$ cat config.mk
export PLATFORM = sky130hd
export DESIGN_NAME = isa_io_slot_bridge
export DESIGN_NICKNAME = d
export VERILOG_FILES = /design/src/rtl/isa_io_slot_bridge.sv
export SDC_FILE = /design/constraint.sdc
export NUM_CORES = 1
export LEC_CHECK = 0
export CORE_ASPECT_RATIO = 1.25
export CORE_UTILIZATION = 36
export CTS_CLUSTER_SIZE = 28
export DETAILED_ROUTE_END_ITERATION = 12
export MAX_ROUTING_LAYER = met4
export PLACE_DENSITY = 0.88
export SLEW_MARGIN = 15
export SYNTH_ARGS = -nofsm -noshare
export SYNTH_HDL_FRONTEND = slang
export SYNTH_SLANG_ARGS = --single-unit
$ cat constraint.sdc
create_clock -name clock -period 3.6 [get_ports clock]
set_input_delay 1.08 -clock clock [delete_from_list [all_inputs] [get_ports clock]]
set_output_delay 1.08 -clock clock [all_outputs]
set_load 0.01 [all_outputs]
$ cat src/rtl/isa_io_slot_bridge.sv
// isa_io_slot_bridge
//   Decodes a 16-port I/O window on the chipset's external I/O channel. Each
//   qualified strobe becomes one req/ack transaction to a slow peripheral.
//   io_channel_ready is held low while the peripheral works. On a read, the
//   captured data is returned on data_bus_ext together with a drive-enable.
//
// Optional feature (macro ISA_BRIDGE_TIMEOUT_EN):
//   Aborts WAIT_ACK after TIMEOUT_CYCLES cycles. An aborted read returns
//   IDLE_READ_VALUE. An aborted write is dropped.
//
// Ports
//   clock, reset                 system clock, synchronous active-high reset
//   address[19:0]                chipset address; only [9:0] are decoded
//   data_bus[7:0]                chipset write data
//   io_read_n, io_write_n        I/O strobes, active low
//   address_enable_n             1 = CPU cycle (decode allowed), 0 = DMA
//   data_bus_ext[7:0]            read data toward the chipset
//   data_bus_ext_drive           1 = data_bus_ext valid
//   io_channel_ready             0 = insert wait states
//   dev_request, dev_write       peripheral request / direction
//   dev_address[3:0]             port offset within the window
//   dev_write_data[7:0]          peripheral write data
//   dev_ready, dev_read_data     peripheral acknowledge and read data
module isa_io_slot_bridge #(
  parameter logic [9:0]  BASE_ADDR       = 10'h300,
  parameter logic [7:0]  IDLE_READ_VALUE = 8'hFF,
  parameter int unsigned TIMEOUT_CYCLES  = 255
) (
  input  logic        clock,
  input  logic        reset,
  input  logic [19:0] address,
  input  logic [7:0]  data_bus,
  input  logic        io_read_n,
  input  logic        io_write_n,
  input  logic        address_enable_n,
  output logic [7:0]  data_bus_ext,
  output logic        data_bus_ext_drive,
  output logic        io_channel_ready,
  output logic        dev_request,
  output logic        dev_write,
  output logic [3:0]  dev_address,
  output logic [7:0]  dev_write_data,
  input  logic        dev_ready,
  input  logic [7:0]  dev_read_data
);

  typedef enum logic [1:0] {
    S_IDLE     = 2'd0,
    S_REQUEST  = 2'd1,
    S_WAIT_ACK = 2'd2,
    S_HOLD     = 2'd3
  } state_t;

  state_t      state_q, state_d;
  logic        dev_write_q, dev_write_d;
  logic [3:0]  dev_address_q, dev_address_d;
  logic [7:0]  dev_write_data_q, dev_write_data_d;
  logic [7:0]  capture_q, capture_d;
  // Set once the strobe has been seen inactive while the peripheral is busy.
  // Such a transaction finishes straight into IDLE, and its read data is dropped.
  logic        strobe_gone_q, strobe_gone_d;

  logic hit, strobe_active, ended;

  // Both strobes low at once is treated as a malformed cycle, not a hit.
  assign hit           = address_enable_n & (address[9:4] == BASE_ADDR[9:4]) &
                         (io_read_n ^ io_write_n);
  assign strobe_active = ~io_read_n | ~io_write_n;
  assign ended         = strobe_gone_q | ~strobe_active;

`ifdef ISA_BRIDGE_TIMEOUT_EN
  localparam logic [7:0] TO_LAST = 8'(TIMEOUT_CYCLES - 1);
  logic [7:0] cnt_q, cnt_d;
  logic       unused_addr_hi;
  assign unused_addr_hi = ^address[19:10];
`else
  logic unused_cfg;
  assign unused_cfg = ^{address[19:10], IDLE_READ_VALUE, 32'(TIMEOUT_CYCLES)};
`endif

  always_comb begin
    state_d          = state_q;
    dev_write_d      = dev_write_q;
    dev_address_d    = dev_address_q;
    dev_write_data_d = dev_write_data_q;
    capture_d        = capture_q;
    strobe_gone_d    = strobe_gone_q;
`ifdef ISA_BRIDGE_TIMEOUT_EN
    cnt_d            = cnt_q;
`endif
    case (state_q)
      S_IDLE: begin
        if (hit) begin
          dev_write_d      = ~io_write_n;
          dev_address_d    = address[3:0];
          dev_write_data_d = data_bus;
          strobe_gone_d    = 1'b0;
          state_d          = S_REQUEST;
        end
      end
      S_REQUEST: begin
        // dev_ready is deliberately ignored here. Every transaction makes at
        // least one WAIT_ACK pass, even when dev_ready is held high as a level.
        if (!strobe_active) strobe_gone_d = 1'b1;
`ifdef ISA_BRIDGE_TIMEOUT_EN
        cnt_d = 8'd0;
`endif
        state_d = S_WAIT_ACK;
      end
      S_WAIT_ACK: begin
        if (!strobe_active) strobe_gone_d = 1'b1;
        if (dev_ready) begin
          if (!dev_write_q && !ended) capture_d = dev_read_data;
          state_d = ended ? S_IDLE : S_HOLD;
        end
`ifdef ISA_BRIDGE_TIMEOUT_EN
        else if (cnt_q == TO_LAST) begin
          if (!dev_write_q) capture_d = IDLE_READ_VALUE;
          state_d = ended ? S_IDLE : S_HOLD;
        end else begin
          cnt_d = cnt_q + 8'd1;
        end
`endif
      end
      S_HOLD: begin
        // HOLD is left only once the strobe is seen high. A held strobe
        // therefore can never start a second transaction.
        if (!strobe_active) state_d = S_IDLE;
      end
      default: state_d = S_IDLE;
    endcase
  end

  always_ff @(posedge clock) begin
    if (reset) begin
      state_q          <= S_IDLE;
      dev_write_q      <= 1'b0;
      dev_address_q    <= 4'h0;
      dev_write_data_q <= 8'h00;
      capture_q        <= 8'h00;
      strobe_gone_q    <= 1'b0;
`ifdef ISA_BRIDGE_TIMEOUT_EN
      cnt_q            <= 8'd0;
`endif
    end else begin
      state_q          <= state_d;
      dev_write_q      <= dev_write_d;
      dev_address_q    <= dev_address_d;
      dev_write_data_q <= dev_write_data_d;
      capture_q        <= capture_d;
      strobe_gone_q    <= strobe_gone_d;
`ifdef ISA_BRIDGE_TIMEOUT_EN
      cnt_q            <= cnt_d;
`endif
    end
  end

  // Ready drops in the same cycle the strobe first qualifies in IDLE.
  assign io_channel_ready   = ~(((state_q == S_IDLE) & hit) |
                                (state_q == S_REQUEST) | (state_q == S_WAIT_ACK));
  assign dev_request        = (state_q == S_REQUEST) | (state_q == S_WAIT_ACK);
  assign dev_write          = dev_write_q;
  assign dev_address        = dev_address_q;
  assign dev_write_data     = dev_write_data_q;
  assign data_bus_ext_drive = (state_q == S_HOLD) & ~dev_write_q & ~io_read_n;
  assign data_bus_ext       = data_bus_ext_drive ? capture_q : 8'h00;

endmodule

======== Word level (Yosys, flattened, before mapping) ========
Cells that the tools add are included.
word-level totals
  word-level logic and storage cells ...... 49
  input bits .............................. 42
  output and inout port bits .............. 24
  bits in registers ....................... 24
cells by class
  mux-type cells .......................... 9
  equality and inequality tests ........... 8
  reductions and logical operators ........ 10
  bitwise gates (word level) .............. 16
operators by type and width
  cell                                                  number
  AND reduction 3 bit                                   3
  two-way mux 2 bit                                     4
  two-way mux 8 bit                                     1
  inequality test 2 bit (second input constant)         4
  case mux 2 bit (4 select lines)                       1
  equality test 6 bit (second input constant)           1
  AND 1 bit                                             5
  NOT 1 bit                                             5
  OR 1 bit                                              5
  equality test 2 bit (second input constant)           2
  equality test 2 x 1 -> 1 bit (second input constant)  1
  logical NOT 1 bit                                     2
  logical NOT 2 bit                                     1
  two-way mux 1 bit                                     2
  case mux 1 bit (2 select lines)                       1
  AND reduction 2 bit                                   1
  nonzero test 2 bit                                    1
  OR reduction 2 bit                                    1
  logical AND 1 bit                                     1
  bitwise XOR 1 bit                                     1

======== Depth between registers and ports, before layout ========
  depth in word-level cells ............... 7
  mapped depth ............................ 7
  gate-level depth less buffers ........... 6

======== Least setup slack after synthesis ========
OpenSTA, ideal clock, no wires.
  path kind ............................... input -> output
  from .................................... input io_read_n
  to ...................................... output io_channel_ready
  slack ................................... 0.261 ns
  cell stages on the path ................. 5
  arrival ................................. 2.259 ns
  path buffers ............................ 1
  cell sequence ........................... ha_1 -> nor4b_2 -> nand3_2 -> buf_2 -> nor3b_1
on the way
  longest elaborated chain between the ends .. 6
ends and longest elaborated chain
  item               RTL line  RTL
  start, declared    33        input logic io_read_n,
  bitwise XOR 1 bit  67        (io_read_n ^ io_write_n);
  AND 1 bit          66        assign hit = address_enable_n & (address[9:4] == BASE_ADDR[9:4]) &
  AND 1 bit          159       assign io_channel_ready = ~(((state_q == S_IDLE) & hit) |
  OR 1 bit           159
  OR 1 bit           160       (state_q == S_REQUEST) | (state_q == S_WAIT_ACK));
  NOT 1 bit          159
  end, declared      38        output logic io_channel_ready,
Every way passes these cells.

======== Worst setup path in the final report ========
  from .................................... input io_write_n
  to ...................................... output io_channel_ready
on the way
  longest elaborated chain between the ends .. 6
ends and longest elaborated chain
  item               RTL line  RTL
  start, declared    34        input logic io_write_n,
  bitwise XOR 1 bit  67
  AND 1 bit          66
  AND 1 bit          159
  OR 1 bit           159
  OR 1 bit           160
  NOT 1 bit          159
Every way passes these cells.

==> summary.md <==
| Metric | Value |
|---|---|
| Cell Area, Placed | `1670 um2` |
| Most used DFF post-synth | `dfxtp_1` |
| Worst Max-Slew Pin Slew | `660 ps` |
| CP Class | `in2out` |
| Post-synthesis compound-gate area fraction | `5.10%` |
| Multi-input gate area | `578 um2` |
| Async SR Flop Fraction | `0%` |
| Post-synth EDFFs | `0` |
| Rel. slew slack | `55.9%` |
| RSZ-0062 raised after global routing | `false` |
| Num CTS Buffers | `3` |
| Final period utilization | `98.5%` |
| # setup viols final | `0` |
| Max Clk Rate | `282 MHz` |
| Synth cell count leaders | `dfxtp_1 (24), mux2i_1 (20), nor2_1 (20)` |
| Clock latency on the worst-skew pair | `300 ps` |
| Logic pwr share | `20.2%` |
| Drt initial violations | `11` |
| Area delta synth->final | `61.4%` |
| PwrDens | `335 nW/um2` |
| ANT nets after route | `0` |
| FF/Latch Area | `480 um2` |
| Std cell rows | `21` |
| Largest family of logic cells by synthesized area | `simple AND/OR/NAND/NOR gates` |
| CTS tree | `yes` |
| Vias in the first global route | `1,096` |
| Final GP Congestion | `0.810` |
| Die area | `3220 um2` |
| Crit path arrival time | `2470 ps` |
| # clock sinks | `24` |
| Final hold vios | `0` |
| Total of flip-flops plus latches after synthesis | `24` |
| Clk root buf | `clkbuf_4` |
| FILL cells | `242` |
| Outcome | `finished, final reports clean` |
| Mux cell area share after synthesis | `18.5%` |
| Share of post-route cells with drive strength above 1 | `9.64%` |
| Seq/Total Area, Yosys | `44.5%` |
| Clock slew at reported path FFs | `130 ps` |
| Post-route cell area | `1740 um2` |
| Synth warn | `0` |
| Synth Area in Simple Gates | `21.0%` |
| Worst r2r path cells | `6` |
| Synthesized area | `1080 um2` |
| GR Util met2 | `34.5%` |
| H-tree depth | `1` |
| Max-cap violations | `0` |
| Grt peak-use layer | `met2` |
| Layout Nets | `215` |
| Hold crit path type | `reg2reg` |
| Initial Util | `39.1%` |
| Grt total ovfl | `0` |
| Initial antenna violation count | `0` |
| Hold WS | `512 ps` |
| Clock share of power | `32.4%` |
| Routed via count | `1,018` |
| Met1 Track Usage GR | `18.1%` |
| Most common cell in the netlist | `dfxtp_1` |
| Crit. End Element | `output port` |
| DR vias/cell | `5.09` |
| Die height | `63.2 um` |
| First-pass GRT wire length | `4.56 mm` |
| Hold Crit Start | `capture_q[0]` |
| Routed Wire Length | `2.90 mm` |
| Syn Inst Count | `108` |
| Cts hold-fix bufs | `0` |
| WHS Path Cells | `2` |
| XOR/XNOR Fraction of Synth Area | `0%` |
| Ports | `66` |
| Total Power | `585 uW` |
| Largest net degree at the start of global routing | `17` |
| Switching Fraction | `22.8%` |
| Leakage | `0.800 nW` |
| Worst Hold End | `capture_q[0]` |
| Maximum buffer depth of the clock tree | `2` |
| Distinct cell type count after synthesis | `25` |
| Crit Reg-Reg Startpoint | `state_q[0]` |
| VDD IR max | `216 uV` |
| Post-Syn Area per Cell | `10.0 um2` |
| Synth area leaders | `dfxtp_1 (44%), mux2i_1 (19%), ha_1 (7.0%)` |
| Slew Viols, Final | `0` |
| Worst setup SP type | `input pin` |
| Post-Synth Adder-Cell Area | `6.95%` |
| DIE WIDTH | `51.0 um` |
| R2R setup slack | `1500 ps` |
| DP Wirelength | `2.28 mm` |
| # diodes | `0` |
| IO Port Bufs | `55` |
| Final min period | `3550 ps` |
| Post-synth top area cell | `dfxtp_1` |
| Router iterations before antenna repair | `4` |
| Syn Nets | `156` |
| Critical Path RT | `2520 ps` |
| Crit path max fanout | `2` |
| Synth top area share | `44.5%` |
| Post-Route Skew | `9.41 ps` |
| Total track usage | `18.8%` |
| Switching power | `133 uW` |
| Seq pwr share | `47.4%` |
| Worst reg2reg endpoint | `capture_q[2]` |
| Core footprint | `2760 um2` |
| Int Pwr | `451 uW` |
| DRC viols | `0` |
| Met3 usage | `2.66%` |
| WL/cell | `14.5 um` |
==> sequential cells by signal, indices dropped and copies added, names as in the netlist <==
name / cells
strobe_gone_q: 1
capture_q: 8
state_q: 2
dev_write_data: 8
dev_write: 1
dev_address: 4
==> power by group through the flow <==
stage,clock [mW],sequential [mW],combinational [mW]
floorplan,0,0.282,0.0533
global placement,0,0.282,0.111
detailed placement,0,0.283,0.117
CTS,0.194,0.277,0.115
global route,0.203,0.278,0.128
finish,0.190,0.277,0.118
==> critical path: stages <==
cell             delay [ps]
clkdlybuf4s50_1         460
ha_4                    300
nor4b_4                 230
nand3_2                 110
nor3b_1                 160
buf_2                   140
==> layout by cell type, fill, tap and decap left out, drive strengths merged, types with 2 or more instances in the layout <==
cell type and instances:
ha 6, buf 5, and2 8, dfxtp 24, and4b 2, inv 4
clkbuf 3, nor2 20, clkdlybuf4s50 53, nor3b 2, mux2i 20, a21oi 4
nor3 3
==> area by class of cell <==
type	count	area share (%)
multi-input cells	75	33.2
repair buffers	59	33.0
flip-flops and latches	24	27.6
well taps	34	2.44
clock inverters	1	1.72
clock buffers	3	1.29
inverters	4	0.861
==> per-stage QoR <==
| step | worst slack (ps) | TNS (ps) | instances | utilization (%) |
|---|---|---|---|---|
| after floorplan | 261 | 0 | 108 | - |
| after global placement | -356 | -529 | 195 | 60.5 |
| after detailed placement | -366 | -590 | 195 | 60.5 |
| after CTS | 83.0 | 0 | 200 | 62.7 |
| after global routing | 1.67 | 0 | 200 | 63.2 |
| final | 54.7 | 0 | 200 | 63.2 |
==> timing repair <==
item                       in CTS  in global routing
resized for setup               6                  1
buffers inserted                1                  0
setup endpoints to repair       9                  1
pin swaps                       2                  1
==> per-layer routing <==
metal | part of all wire (%) | vias up
met5 | 0 | -
li1 | - | 482
met2 | 54 | 48
met4 | 3.4 | 0
met1 | 36 | 478
met3 | 6.4 | 10
==> worst max-delay path by stage <==
| stage | from | endpoint | slack, ps | depth (start not counted) |
|---|---|---|---|---|
| 2_1_floorplan | io_read_n | io_channel_ready | 260 | 5 |
| 3_3_place_gp | io_read_n | io_channel_ready | -360 | 6 |
| 3_5_place_dp | io_read_n | io_channel_ready | -370 | 6 |
| 4_1_cts | io_write_n | io_channel_ready | 80 | 6 |
| 5_1_grt | io_write_n | io_channel_ready | 2 | 6 |
| 6_report | io_write_n | io_channel_ready | 50 | 6 |
==> cell families (layout without fill, tap and decap cells) <==
kind of cell | count (synthesis) | after routing
DFF | 24 | 24
muxes | 20 | 20
AOI/OAI and AO/OA | 8 | 8
adders and majority gates | 6 | 6
buffers and inverters | 9 | 67
and+or+nand+nor | 41 | 41
No activity file was read; power rests on OpenSTA's default activity.
